$ cat src/rtl/seq_gen_1010_tx.sv
// seq_gen_1010_tx: serial frame transmitter sending sync word, payload (MSB first) and an idle gap, paced by bit_en.
module seq_gen_1010_tx #(
  parameter logic [3:0] SYNC_WORD  = 4'b1010,
  parameter int         SYNC_LEN   = 4,
  parameter int         DATA_W     = 8,
  parameter int         GAP_CYCLES = 2
) (
  input  logic              clk,
  input  logic              rst,
  input  logic              bit_en,
  input  logic              valid,
  input  logic [DATA_W-1:0] data_in,
  output logic              ready,
  output logic              x_out,
  output logic              sync_active,
  output logic              busy,
  output logic              frame_done
);
  localparam int MAXL = (SYNC_LEN > DATA_W) ? ((SYNC_LEN > GAP_CYCLES) ? SYNC_LEN : GAP_CYCLES)
                                            : ((DATA_W > GAP_CYCLES) ? DATA_W : GAP_CYCLES);
  localparam int CW = $clog2(MAXL) + 1;
  localparam int FW = SYNC_LEN + DATA_W;
  localparam logic [SYNC_LEN-1:0] SYNC_BITS = SYNC_WORD[SYNC_LEN-1:0];
  localparam logic [CW-1:0] LAST_S = CW'(SYNC_LEN - 1);
  localparam logic [CW-1:0] LAST_D = CW'(DATA_W - 1);
  localparam logic [CW-1:0] LAST_G = CW'(GAP_CYCLES - 1);
  typedef enum logic [1:0] {IDLE, SYNC, DATA, GAP} state_t;
  state_t state, state_n;
  logic [CW-1:0] cnt, cnt_n;
  logic [FW-1:0] sh, sh_n;
  logic x_n, sync_n, busy_n, done_n;
  assign ready = (state == IDLE);
  always_ff @(posedge clk or negedge rst)
    if (!rst) begin
      state       <= IDLE;
      cnt         <= '0;
      sh          <= '0;
      x_out       <= 1'b0;
      sync_active <= 1'b0;
      busy        <= 1'b0;
      frame_done  <= 1'b0;
    end else begin
      state       <= state_n;
      cnt         <= cnt_n;
      sh          <= sh_n;
      x_out       <= x_n;
      sync_active <= sync_n;
      busy        <= busy_n;
      frame_done  <= done_n;
    end
  // Sync word and payload share one shift register; the MSB is always the next line bit.
  always_comb begin
    state_n = state;
    cnt_n   = cnt;
    sh_n    = sh;
    x_n     = x_out;
    sync_n  = sync_active;
    busy_n  = busy;
    done_n  = 1'b0;
    case (state)
      IDLE: begin
        x_n    = 1'b0;
        sync_n = 1'b0;
        if (valid) begin
          sh_n    = {SYNC_BITS, data_in};
          cnt_n   = '0;
          busy_n  = 1'b1;
          state_n = SYNC;
        end
      end
      SYNC: if (bit_en) begin
        x_n    = sh[FW-1];
        sh_n   = sh << 1;
        sync_n = 1'b1;
        cnt_n  = (cnt == LAST_S) ? '0 : cnt + 1'b1;
        state_n = (cnt == LAST_S) ? DATA : SYNC;
      end
      DATA: if (bit_en) begin
        x_n    = sh[FW-1];
        sh_n   = sh << 1;
        sync_n = 1'b0;
        cnt_n  = (cnt == LAST_D) ? '0 : cnt + 1'b1;
        state_n = (cnt == LAST_D) ? GAP : DATA;
      end
      GAP: if (bit_en) begin
        x_n    = 1'b0;
        sync_n = 1'b0;
        cnt_n  = (cnt == LAST_G) ? '0 : cnt + 1'b1;
        if (cnt == LAST_G) begin
          state_n = IDLE;
          done_n  = 1'b1;
          busy_n  = 1'b0;
        end
      end
      default: begin
        state_n = IDLE;
        cnt_n   = '0;
        x_n     = 1'b0;
        sync_n  = 1'b0;
        busy_n  = 1'b0;
      end
    endcase
  end
endmodule

$ cat config.mk
export PLATFORM = sky130hd
export DESIGN_NAME = seq_gen_1010_tx
export DESIGN_NICKNAME = d
export VERILOG_FILES = /design/src/rtl/seq_gen_1010_tx.sv
export SDC_FILE = /design/constraint.sdc
export NUM_CORES = 1
export LEC_CHECK = 0
export CAP_MARGIN = 40
export CORE_MARGIN = 3
export CORE_UTILIZATION = 45
export DETAILED_ROUTE_END_ITERATION = 10
export PLACE_DENSITY = 0.78
export SYNTH_ARGS = -nofsm -noshare
export SYNTH_HDL_FRONTEND = slang
export SYNTH_SLANG_ARGS = --single-unit
$ cat constraint.sdc
create_clock -name clk -period 2.1 [get_ports clk]
set_clock_uncertainty 0.2 [all_clocks]
set_input_delay 0.42 -clock clk [delete_from_list [all_inputs] [get_ports clk]]
set_output_delay 0.42 -clock clk [all_outputs]
set_load 0.05 [all_outputs]
==> results.toml <==
[status]
status = "finished clean"

[power]
power_switching_share = 0.4133
p_sw_mw = 0.9948
power_frac_comb = 0.547
power_density_nw_per_um2 = 1482
peakVddDrop_mv = 0.8268
seqPwrFrac = 0.317
pwr-share-clk = 0.137
leakage_nw = 0.7453
p_int_mw = 1.412

[die]
initial_core_util = 0.4952
pin_count = 17
rows = 18
core_area_um2 = 2590
die_area_um2 = 3527
die_y_um = 59.39
die_x_um = 59.39

[synthesis]
yosys.area.top_type = "dfrtp_1"
synthArstFlopShare = 1.000
yosysWarnings = 0
netlist_instances = 134
synth-edff-count = 0
seq_area_frac_synth = 0.4293
syn_nets = 153
netlist_top_cells_area = "dfrtp_1, mux2i_1, ha_1, a21oi_1, nor2_1"
synth_top_area_share = 0.4293
synth_top_flop_cell = "dfrtp_1"
synth_area_per_cell_um2 = 9.571
netlist_area_um2 = 1282
synth.distinct_cells = 39
synth-seq-cells = 22

[routing]
vias = 1123
vias_per_cell = 5.880
drtPass1Iterations = 4
ant_nets = 0
drt-total-wl_mm = 2.852
wl_per_cell_um = 14.93
drc = 0
drtIter0Drc = 67

[placement]
place_inst = 187
gp_congestion = 0.9162
hpwlAfterDp_mm = 2.007
io_buffers = 16

[setup_path]
worstRegToRegCells = 6
crit-reg2reg-launch = "state[0]$_DFFE_PN0P_"
critical_path_required_ns = 1.48
cp.arrival_ns = 1.43
crit_path_start_kind = "register"
worstSetupEndpointType = "primary output"
ff2ff_setup_slack_ns = 0.08
crit_fanout = 9
worstSetupPathType = "register to primary output"
worstReg2RegEnd = "cnt[3]$_DFFE_PN0P_"

[global_routing]
grt_pass1_wl_mm = 4.705
grt_pass1_vias = 1114
antenna_found_initial = 0
grt.overflow.total = 0
grt_max_degree = 23
grtUsageTotal = 0.1731

[cells_and_area]
stdcell_count = 191
drive_gt1_frac = 0.1863
n_antenna_cell = 0
nets = 181
syn2layout_area_growth_pct = 26.63

[cts]
cts_hold_buf = 0
clkSlewWorstSetupHoldPaths_ns = 0.14
cts_buffers = 3
root_buffer = "clkbuf_4"
clockBufferDepth = 2
clock_latency_ns = 0.31
htreeDepth = 1
cts_tree = "built"
post-cts-setup-buffer-count = 0
cts.sinks = 22

[timing]
relSlewSlack = 0.6561
rsz0062_at_grt = "true"
max_clock_freq_mhz = 488.7
tightest_slew_ns = 0.5151
maxSlewViolCount = 0
post-route-min-period_ns = 2.046
finalSetupTns_ns = 0
setup_viol = 0
finalCritPeriodShare = 0.9745
hold_violations = 0

[job]
cap_violations = 0

[worst_hold_path]
hold_path_class = "primary input to asynchronous set/reset pin"
[cell usage after synthesis (2+ instances only)]
library cell  number
nor2_1            14
a31oi_1            2
buf_1              2
nand3_1            6
mux2i_1            9
inv_1              9
a22oi_1            2
dfrtp_1           22
o22ai_1            4
o21a_1             2
a21oi_1           11
nor2b_1            3
a32o_1             2
o31ai_1            2
nand2_1            5
nor3_1             2
ha_1               7
o21ai_0            9
[cells by family after synthesis]
kind of cell	after synthesis	share of synthesized area
muxes	10	0.07903
adders and majority gates	7	0.06829
and+or+nand+nor	37	0.1483
DFF	22	0.4293
AOI/OAI and AO/OA	44	0.2273
buffers and inverters	14	0.04780
[timing repair]
| action | CTS | global route |
|---|---|---|
| endpoints found under the setup margin | 1 | 3 |
| pin swaps | 0 | 0 |
| resized for setup | 1 | 5 |
| hold endpoints to repair | 0 | 0 |
[critical path, cell delays in order, from the launching register on]
cell	delay, ns
dfrtp_1	0.44
inv_1	0.18
ha_2	0.34
buf_12	0.17
[sequential cells by signal (all words and copies together) (netlist names), named ones only]
register and cells:
state 1, cnt 4, busy 1, sh 12, sync_active 1, x_out 1
frame_done 1
[layout by cell type, fill, tap and decap left out, types with 2 or more instances in the layout]
master and n:
nor2_1 14, dfrtp_1 21, nand2_1 5, nand3_1 6
clkdlybuf4s50_1 11, ha_2 2, o21a_1 2, inv_1 9
nor3_2 2, a31oi_1 2, o31ai_1 2, o22ai_1 4
mux2i_1 9, o21ai_0 9, clkbuf_4 3, buf_4 15
a32o_1 2, a21oi_1 11, nor2b_1 3, a22oi_1 2
ha_1 4
[power by group through the flow]
stage	logic [mW]	registers, mW	clock network [mW]
after floorplan	0.887	0.794	0
after global placement	1.24	0.746	0
after detailed placement	1.28	0.759	0
after CTS	1.29	0.752	0.338
after global routing	1.45	0.783	0.362
final	1.32	0.762	0.329
[per-stage QoR]
step | util | hold WS (ns) | total power, mW | setup WS [ns] | cell area [um2]
floorplan | - | -0.07559 | 1.681 | 0.1035 | 1285
global placement | 0.5976 | 0.2981 | 1.989 | 0.1243 | 1548
CTS | 0.6188 | 0.2381 | 2.383 | 0.005460 | 1603
detailed placement | 0.5976 | 0.3020 | 2.040 | 0.05009 | 1548
global route | 0.6271 | 0.2386 | 2.590 | -0.03871 | 1624
finish | 0.6271 | 0.2300 | 2.407 | 0.05359 | 1624
[metal layers]
metal | routed length, um | vias up | global-route usage
li1 | - | 545 | -
met1 | 1252 | 544 | 0.2109
met2 | 1461 | 30 | 0.2917
met3 | 115 | 4 | 0.03922
met4 | 23 | 0 | 0.07120
met5 | 0 | - | 0
[how the worst max path moves through the flow]
stage	startpoint	to	cells past startpoint
after floorplan	state[0]$_DFFE_PN0P_	sh[5]$_DFFE_PN0P_	7
after global placement	valid	cnt[3]$_DFFE_PN0P_	5
after detailed placement	register	cnt[3]$_DFFE_PN0P_	6
after CTS	state[0]$_DFFE_PN0P_	cnt[3]$_DFFE_PN0P_	6
after global routing	register	ready	3
final	register	ready	3
[layout make-up]
| class | count | area (um2) |
|---|---|---|
| clock buffers | 3 | 22.52 |
| clock inverters | 1 | 30.03 |
| fillers | 198 | 965.9 |
| inverters | 9 | 33.78 |
| multi-input cells | 98 | 693.2 |
| flip-flops and latches | 22 | 551.8 |
| well taps | 30 | 37.54 |
| repair buffers | 28 | 255.2 |
Power figures use the tool's default switching activity.
